File: src/rtl/turn_pkg.sv
// Shared definitions for the N-player turn controller: state encoding and index-width helper.
package turn_pkg;

   localparam int STATE_W = 2;

   typedef enum logic [STATE_W-1:0] {
      ST_IDLE  = 2'b00,
      ST_RUN   = 2'b01,
      ST_PAUSE = 2'b10,
      ST_DONE  = 2'b11
   } state_t;

   // Width of a player index; never below one bit so a 1-bit ACTIVE exists for two players.
   function automatic int idx_w(input int n);
      if (n <= 2)
         return 1;
      else
         return $clog2(n);
   endfunction

endpackage

File: src/rtl/turn_switch_n_press_edge.sv
// press_edge: N-wide rising-edge detector on the player buttons, history sampled only on CE ticks
// so that a button held across several ticks produces exactly one edge.
module press_edge #(
   parameter int W = 2
) (
   input  logic         clk,
   input  logic         clr,
   input  logic         ce,
   input  logic [W-1:0] press,
   output logic [W-1:0] rise
);

   logic [W-1:0] press_q;

   // Button history register, advanced at the sampling tick rate only.
   always_ff @(posedge clk or posedge clr) begin
      if (clr)
         press_q <= '0;
      else if (ce)
         press_q <= press;
   end

   assign rise = press & ~press_q;

endmodule

File: src/rtl/turn_switch_n.sv
// turn_switch_n: N-player chess-clock turn controller driving one-hot timer enables.
// Optional feature macro: TURN_BONUS_EN (Fischer increment pulse on BONUS for the player who just moved).
module turn_switch_n
   import turn_pkg::*;
#(
   parameter int N_PLAYERS    = 2,
   parameter int FIRST_PLAYER = 0,
   parameter int CNT_W        = 10,
   localparam int IDX_W       = idx_w(N_PLAYERS)
) (
   input  logic                 CLK,
   input  logic                 CLR,
   input  logic                 CE,
   input  logic                 START,
   input  logic                 STOP,
   input  logic                 END,
   input  logic [N_PLAYERS-1:0] PRESS,
   output logic [N_PLAYERS-1:0] ENABLE,
   output logic [IDX_W-1:0]     ACTIVE,
   output logic [STATE_W-1:0]   STATE,
   output logic [CNT_W-1:0]     MOVE_CNT,
   output logic [N_PLAYERS-1:0] BONUS
);

   localparam logic [IDX_W-1:0] FIRST_IDX = IDX_W'(FIRST_PLAYER);
   localparam logic [IDX_W-1:0] LAST_IDX  = IDX_W'(N_PLAYERS - 1);

   state_t                 state, state_nxt;
   logic [IDX_W-1:0]       active, active_nxt;
   logic [CNT_W-1:0]       move_cnt, cnt_nxt;
   logic [N_PLAYERS-1:0]   enable, enable_nxt;
   logic [N_PLAYERS-1:0]   press_rise;
   logic                   pass;

   press_edge #(
      .W (N_PLAYERS)
   ) u_press_edge (
      .clk   (CLK),
      .clr   (CLR),
      .ce    (CE),
      .press (PRESS),
      .rise  (press_rise)
   );

   // Next-state, turn pass and next one-hot enable; END beats STOP beats a press while running.
   always_comb begin
      state_nxt  = state;
      active_nxt = active;
      pass       = 1'b0;
      case (state)
         ST_IDLE: begin
            if (START) begin
               state_nxt  = ST_RUN;
               active_nxt = FIRST_IDX;
            end
         end
         ST_RUN: begin
            if (END)
               state_nxt = ST_DONE;
            else if (STOP)
               state_nxt = ST_PAUSE;
            else if (press_rise[active]) begin
               pass       = 1'b1;
               active_nxt = (active == LAST_IDX) ? '0 : active + 1'b1;
            end
         end
         ST_PAUSE: begin
            if (END)
               state_nxt = ST_DONE;
            else if (!STOP)
               state_nxt = ST_RUN;
         end
         ST_DONE: begin
            state_nxt = ST_DONE;
         end
         default: begin
            state_nxt = ST_IDLE;
         end
      endcase

      cnt_nxt = (pass && (move_cnt != '1)) ? move_cnt + 1'b1 : move_cnt;

      for (int i = 0; i < N_PLAYERS; i++)
         enable_nxt[i] = (state_nxt == ST_RUN) && (active_nxt == IDX_W'(i));
   end

   // Controller registers; the enable decode is registered alongside the state so both move together.
   always_ff @(posedge CLK or posedge CLR) begin
      if (CLR) begin
         state    <= ST_IDLE;
         active   <= FIRST_IDX;
         move_cnt <= '0;
         enable   <= '0;
      end else if (CE) begin
         state    <= state_nxt;
         active   <= active_nxt;
         move_cnt <= cnt_nxt;
         enable   <= enable_nxt;
      end
   end

`ifdef TURN_BONUS_EN
   logic [N_PLAYERS-1:0] bonus;

   // One-clock increment pulse to the player who just handed over the turn; cleared on every other clock.
   always_ff @(posedge CLK or posedge CLR) begin
      if (CLR)
         bonus <= '0;
      else begin
         bonus <= '0;
         if (CE && pass)
            bonus[active] <= 1'b1;
      end
   end

   assign BONUS = bonus;
`else
   assign BONUS = '0;
`endif

   assign ENABLE   = enable;
   assign ACTIVE   = active;
   assign STATE    = state;
   assign MOVE_CNT = move_cnt;

endmodule

File: config.mk
export PLATFORM = sky130hd
export DESIGN_NAME = turn_switch_n
export DESIGN_NICKNAME = d
export VERILOG_FILES = /design/src/rtl/turn_pkg.sv /design/src/rtl/turn_switch_n_press_edge.sv /design/src/rtl/turn_switch_n.sv
export SDC_FILE = /design/constraint.sdc
export NUM_CORES = 1
export LEC_CHECK = 0
export BUFFER_PORTS_ARGS = -buffer_cell sky130_fd_sc_hd__buf_2
export CAP_MARGIN = 15
export CORE_UTILIZATION = 54
export CTS_CLUSTER_SIZE = 25
export DETAILED_ROUTE_END_ITERATION = 6
export PLACE_DENSITY_LB_ADDON = 0.2
export SLEW_MARGIN = 20
export SYNTH_ARGS = -nofsm -noshare
export SYNTH_HDL_FRONTEND = slang
export SYNTH_SLANG_ARGS = --single-unit
export TNS_END_PERCENT = 30
File: constraint.sdc
create_clock -name CLK -period 3.7 [get_ports CLK]
set_input_delay 0.37 -clock CLK [delete_from_list [all_inputs] [get_ports CLK]]
set_output_delay 0.37 -clock CLK [all_outputs]
set_load 0.005 [all_outputs]
### Word level (Yosys, flattened, before mapping)

Index checks and enable logic that the tools add are counted.

* input port bits: 8
* output and inout bits: 17
* register bits: 17
* word-level logic and storage cells: 39

* equality and inequality tests: 5
* magnitude comparators: 1
* reductions and logical operators: 5
* bitwise logic cells: 3
* multiplexer cells: 18
* add/subtract/negate cells: 2

Operator list (count)
* 1-bit 2-to-1 mux: 11
* 10-bit by 1-bit adder with 10-bit output (second input constant): 1
* 2-bit 2-to-1 mux: 5
* 10-bit != test (second input constant): 1
* 2-bit one-hot mux with 4 select lines: 1
* 2-bit by 1-bit == test with 1-bit output (second input constant): 2
* 2-bit == test (second input constant): 2
* 1-bit logical AND: 3
* 2-bit AND: 1
* 2-bit logical NOT: 1
* 1-bit by 2-bit less-than comparator with 1-bit output (second input constant): 1
* 2-bit NOT: 1
* 1-bit one-hot mux with 2 select lines: 1
* 2-bit AND reduction: 1
* 1-bit adder (second input constant): 1
* 1-bit NOT: 1

### Longest topological paths before layout

* word-level depth: 10
* mapped depth: 5
* gate-level depth less buffers: 5

### Cells and area by module

From an unflattened synthesis, not the netlist that was laid out.

* cell total of the unflattened synthesis: 87
* area, all modules: 899.6 um^2

Modules (own cells, without submodules)
* turn_switch_n: area an instance 810.8 um^2, seq. area each 375.4 um^2, cells an instance 80, instances 1
* press_edge: area an instance 88.8 um^2, seq. area each 50.0 um^2, cells an instance 7, instances 1

### Worst setup path after synthesis

No wires, ideal clock.

* path kind: reg2reg
* start point: register state[1], in the netlist STATE[1]
* end point: register move_cnt[1], in the netlist MOVE_CNT[1]
* path buffers: 0
* stages on the path, launching flop included: 6
* library setup time: 125 ps
* clock period less this slack: 1555 ps
* data arrival time: 1431 ps
* setup slack: 2145 ps
* data required time: 3575 ps
* path through: dfrtp_1 > and2b_2 > o211a_4 > nand2_4 > nor2_1 > mux2_2

* cells in the longest elaborated chain, start to end: 4

RTL lines
* start, declared: line turn_switch_n.sv:28 `state_t state, state_nxt;`
* start signal, assigned: line turn_switch_n.sv:95 `state <= state_nxt;`
* 2-bit by 1-bit == test with 1-bit output: line turn_switch_n.sv:50 `case (state)`
* 1-bit 2-to-1 mux: line turn_switch_n.sv:50
* 1-bit logical AND: line turn_switch_n.sv:81 `cnt_nxt = (pass && (move_cnt != '1)) ? move_cnt + 1'b1 : move_cnt;`
* 2-bit AND reduction (no source line)
* end signal, assigned: line turn_switch_n.sv:97 `move_cnt <= cnt_nxt;`
* end, declared: line turn_switch_n.sv:30 `logic [CNT_W-1:0] move_cnt, cnt_nxt;`

Every way passes these cells.
A chain may end at the register's enable or synchronous reset.

### Worst setup path in the final report

Same ends and word-level chain as after synthesis.

==> tab_implementation.tex <==
\begin{tabular}{lr}
\hline
Metric & Value \\
\hline
\multicolumn{2}{l}{\textbf{Clock network}} \\
\quad Clock Path Buffers & 2 \\
\quad Clock Sinks & 17 \\
\quad Root buffer selected by CTS & sky130\_fd\_sc\_hd\_\_clkbuf\_4 \\
\quad Post-CTS Repair Setup Buffers & 0 \\
\quad Clock buffer count from CTS & 3 \\
\quad CTS tree & built \\
\quad Post-CTS sizing & 0 \\
\quad Total of hold buffers inserted after clock tree synthesis & 0 \\
\quad Clock transition at the register clock pins on the worst setup and hold paths after CTS & around 100 ps \\
\quad Clock insertion delay at the later pin of the skew report & a little under 300 ps \\
\quad Max H-tree Level & 1 \\
\multicolumn{2}{l}{\textbf{Power}} \\
\quad Internal portion of total power & about 270 uW \\
\quad Net switching share of the total power & between 20 and 30\% \\
\quad Leakage Power & 0.000550 uW \\
\quad Portion of total power attributed to combinational logic & between 10\% and 20\% \\
\quad Pwr Density & about 360 nW/um\^{}2 \\
\quad Total net switching power & roughly 120 uW \\
\quad Sequential share of power & $\sim$56\% \\
\quad Worst voltage drop across the vdd grid & $\sim$0.33 mV \\
\quad Clk network pwr share & about a quarter \\
\multicolumn{2}{l}{\textbf{Global routing}} \\
\quad Overall routing resource usage & between 15 and 20\% \\
\quad Met1 Usage GRT & 25.5\% \\
\quad Wire length of the first global-routing pass & about 2500 um \\
\quad Remaining global-route overflow & 0 \\
\quad Met3 routing resource usage after global routing & around 2.5\% \\
\quad Number of global-route vias before repair & slightly above 600 \\
\quad Number of antenna violations at the first check in global routing & 0 \\
\quad GR peak layer & met2 \\
\quad Met2 demand-to-capacity share in global routing & between 20\% and 30\% \\
\quad Largest net degree at the start of global routing & 18 \\
\multicolumn{2}{l}{\textbf{Finish}} \\
\quad Proportion of layout cells with a drive suffix above 1 & 33.3\% \\
\quad Final cell count without fillers & 130 \\
\quad Filler cells & 125 \\
\quad Final-stage net count & $\sim$120 \\
\quad Growth of design area from synthesis to finish & 15.3\% \\
\quad Number of antenna repair diodes & 0 \\
\multicolumn{2}{l}{\textbf{Route}} \\
\quad ANT nets after route & 0 \\
\quad Routed length per instance & about 12 um \\
\quad Number of vias per cell & $\sim$5.3 \\
\quad Number of remaining DRC errors & 4 \\
\quad TritonRoute pass-1 iters & 7 \\
\quad Vias after detailed routing & slightly below 700 \\
\quad Sum of routed wire length over all layers & around 1600 um \\
\quad Detailed Route Iter0 Violations & 12 \\
\multicolumn{2}{l}{\textbf{Status}} \\
\quad Violations in the final reports & DRC \\
\quad Outcome & complete, but fails checks \\
\multicolumn{2}{l}{\textbf{Critical path}} \\
\quad Required time worst endpoint & just under 4000 ps \\
\quad Startpoint of the most critical register-to-register path & STATE[1]\$\_DFFE\_PP0P\_ \\
\quad Setup Crit Path Kind & reg2reg \\
\quad Endpoint arrival time on the critical path & around 1800 ps \\
\quad Path depth of the worst reg2reg path & 5 \\
\quad Highest net fanout along the worst path & 9 \\
\quad Endpoint kind of the worst setup timing path & flop \\
\quad FF-to-FF setup slack & 2050 ps \\
\quad Startpoint kind of the worst setup timing path & flop \\
\quad End of the worst register-to-register path & MOVE\_CNT[1]\$\_DFFE\_PP0P\_ \\
\multicolumn{2}{l}{\textbf{Flow run}} \\
\quad Max-capacitance violation count & 0 \\
\multicolumn{2}{l}{\textbf{STA}} \\
\quad Tightest hold margin & 136 ps \\
\quad Number of setup violations in the final report & 0 \\
\quad Total negative slack for setup checks & 0 ps \\
\quad Period utilisation layout & between 40 and 50\% \\
\quad Final-report max-slew violation count & 0 \\
\quad RSZ-0062 raised after global routing & no \\
\quad Transition time of the tightest slew-check pin & around 630 ps \\
\quad Worst relative slew slack & about three fifths \\
\quad Maximum clock frequency & 607 MHz \\
\quad Worst Clk Skew & between 1 and 1.5 ps \\
\quad Final min period & between 1500 and 2000 ps \\
\quad Final Hold Vio Count & 0 \\
\quad Min setup slack post-route & $\sim$2100 ps \\
\multicolumn{2}{l}{\textbf{Synthesis}} \\
\quad Summed instance area of the synthesized netlist & between 900 and 1000 um\^{}2 \\
\quad Cell type with the highest aggregate area in the netlist & sky130\_fd\_sc\_hd\_\_dfrtp\_1 \\
\quad Area share of the leading cell type in the synthesized netlist & 45.6\% \\
\quad Part of the Yosys area used for sequential elements & a little under half \\
\quad Synth warn & 0 \\
\quad Mapped Cells & 90 \\
\quad Mean instance size in the synthesized netlist & around 10 um\^{}2 \\
\quad Synth cell types & 32 \\
\quad Fraction of synthesis flops using an asynchronous set or reset pin & between 90\% and 100\% \\
\quad Top\_reg\_cell synth & sky130\_fd\_sc\_hd\_\_dfrtp\_1 \\
\quad Ranking of synthesized cells by area & sky130\_fd\_sc\_hd\_\_dfrtp\_1 46\%, sky130\_fd\_sc\_hd\_\_xor2\_1 5.6\%, sky130\_fd\_sc\_hd\_\_mux2\_2 4.8\% \\
\quad Number of flip-flops and latches in the synthesized netlist & 17 \\
\quad Number of flops mapped to enable cells by yosys & 0 \\
\multicolumn{2}{l}{\textbf{Place}} \\
\quad Routability congestion estimate & between 0.7 and 0.8 \\
\quad Number of cells in the design after placement & 126 \\
\quad DP HPWL & approximately 1200 um \\
\quad Number of port buffers & 22 \\
\quad Worst-case setup slack after placement & 1990 ps \\
\multicolumn{2}{l}{\textbf{Die}} \\
\quad Die span in y & $\sim$44 um \\
\quad Starting utilization of the core area & between 50\% and 60\% \\
\quad Overall die area & approximately 1900 um\^{}2 \\
\quad Die Width & approximately 44 um \\
\quad Standard-cell row count & 14 \\
\quad Core footprint & between 1500 and 2000 um\^{}2 \\
\quad Count of pins on the block boundary & 25 \\
\multicolumn{2}{l}{\textbf{Hold path}} \\
\quad HP Class & in2async \\
\hline
\end{tabular}
[routing by layer]
metal	wire (um)	vias up
li1	-	356
met1	778	316
met2	741	19
met3	65	2
met4	17	0
met5	0	-
[worst max-delay path by stage]
| stage | start | to | slack [ps] | cells past startpoint |
|---|---|---|---|---|
| 3_5_place_dp | END | MOVE_CNT[1]$_DFFE_PP0P_ | 1990 | 6 |
| 2_1_floorplan | STATE[1]$_DFFE_PP0P_ | MOVE_CNT[1]$_DFFE_PP0P_ | 2140 | 5 |
| 6_report | STATE[1]$_DFFE_PP0P_ | MOVE_CNT[1]$_DFFE_PP0P_ | 2050 | 5 |
| 4_1_cts | STATE[1]$_DFFE_PP0P_ | MOVE_CNT[1]$_DFFE_PP0P_ | 2050 | 5 |
| 5_1_grt | STATE[1]$_DFFE_PP0P_ | MOVE_CNT[5]$_DFFE_PP0P_ | 1980 | 5 |
| 3_3_place_gp | END | MOVE_CNT[1]$_DFFE_PP0P_ | 2030 | 6 |
[state kept, by name, summed over array words and instances (netlist names)]
register,count
ACTIVE,1
MOVE_CNT,10
STATE,2
u_press_edge.press_q,2
ENABLE,2
[layout by cell type (no fill, tap or decap)]
| master | count |
|---|---|
| sky130_fd_sc_hd__ha_1 | 1 |
| sky130_fd_sc_hd__nor3_1 | 2 |
| sky130_fd_sc_hd__and2b_2 | 1 |
| sky130_fd_sc_hd__o211a_4 | 1 |
| sky130_fd_sc_hd__dfrtp_1 | 17 |
| sky130_fd_sc_hd__o22ai_1 | 2 |
| sky130_fd_sc_hd__xor2_1 | 6 |
| sky130_fd_sc_hd__nor2_4 | 1 |
| sky130_fd_sc_hd__xnor2_1 | 3 |
| sky130_fd_sc_hd__a21oi_1 | 4 |
| sky130_fd_sc_hd__a31o_1 | 1 |
| sky130_fd_sc_hd__nand3_1 | 3 |
| sky130_fd_sc_hd__inv_1 | 5 |
| sky130_fd_sc_hd__clkinv_2 | 1 |
| sky130_fd_sc_hd__and4_1 | 1 |
| sky130_fd_sc_hd__mux2i_1 | 1 |
| sky130_fd_sc_hd__a31oi_1 | 2 |
| sky130_fd_sc_hd__a21oi_4 | 1 |
| sky130_fd_sc_hd__a21bo_1 | 1 |
| sky130_fd_sc_hd__nor4_1 | 2 |
| sky130_fd_sc_hd__clkbuf_4 | 3 |
| sky130_fd_sc_hd__nor4_2 | 1 |
| sky130_fd_sc_hd__conb_1 | 2 |
| sky130_fd_sc_hd__buf_2 | 22 |
| sky130_fd_sc_hd__nor2_1 | 8 |
| sky130_fd_sc_hd__mux2_2 | 4 |
| sky130_fd_sc_hd__nand2b_1 | 3 |
| sky130_fd_sc_hd__nand4_2 | 1 |
| sky130_fd_sc_hd__nand2_4 | 1 |
| sky130_fd_sc_hd__o2111ai_2 | 1 |
| sky130_fd_sc_hd__or2_1 | 1 |
| sky130_fd_sc_hd__nand2_1 | 8 |
| sky130_fd_sc_hd__nor2b_1 | 3 |
[power by group through the flow]
stage                     logic, uW  clock network [uW]  registers [uW]
after floorplan                47.2                   0             220
after global placement         69.0                   0             221
after detailed placement       71.3                   0             221
after CTS                      71.6                 103             217
after global routing           79.4                 107             221
final                          71.1                 100             217
[synthesized netlist by cell type, drive strengths merged, types with 2 or more instances]
cell type	number
inv	5
nor2b	3
nand2	9
nor3	2
xor2	6
o22ai	2
mux2	4
a21oi	5
a31oi	2
nor2	9
xnor2	3
dfrtp	17
buf	3
nand2b	3
nand3	3
nor4	3
[cell families (layout without fill, tap and decap cells)]
group | Yosys count | in the layout | share of synthesized area (%)
simple gates | 36 | 36 | 22.1
flops | 17 | 17 | 45.6
compound gates | 13 | 13 | 12.1
xor+xnor | 9 | 9 | 8.46
buf+inv | 8 | 31 | 4.03
mux | 5 | 5 | 5.91
fa+ha+maj | 1 | 1 | 1.34
other cells | 1 | 2 | 0.402
[worst max-delay path, cell delays in order, from the launching register on]
cell and delay [ps]:
sky130_fd_sc_hd__dfrtp_1 470, sky130_fd_sc_hd__and2b_2 280, sky130_fd_sc_hd__o211a_4 190, sky130_fd_sc_hd__nand2_4 70, sky130_fd_sc_hd__nor2_1 190, sky130_fd_sc_hd__mux2_2 350
[cell type report]
type	instances	area (um^2)	share of cell area (%)
multi-input combinational	66	473	44.0
clock buffer	3	22.5	2.10
inverter	5	18.8	1.75
clock inverter	1	5.00	0.466
tap	16	20.0	1.86
sequential	17	425	39.6
timing repair buffer	22	110	10.2
[stage by stage]
stage	total power, uW	instance area (um^2)	util, %
after CTS	392	1070	68.9
after global routing	408	1070	68.9
after floorplan	267	936	-
final	389	1070	68.9
after global placement	290	1050	67.2
after detailed placement	292	1050	67.2
Power figures use the tool's default switching activity.
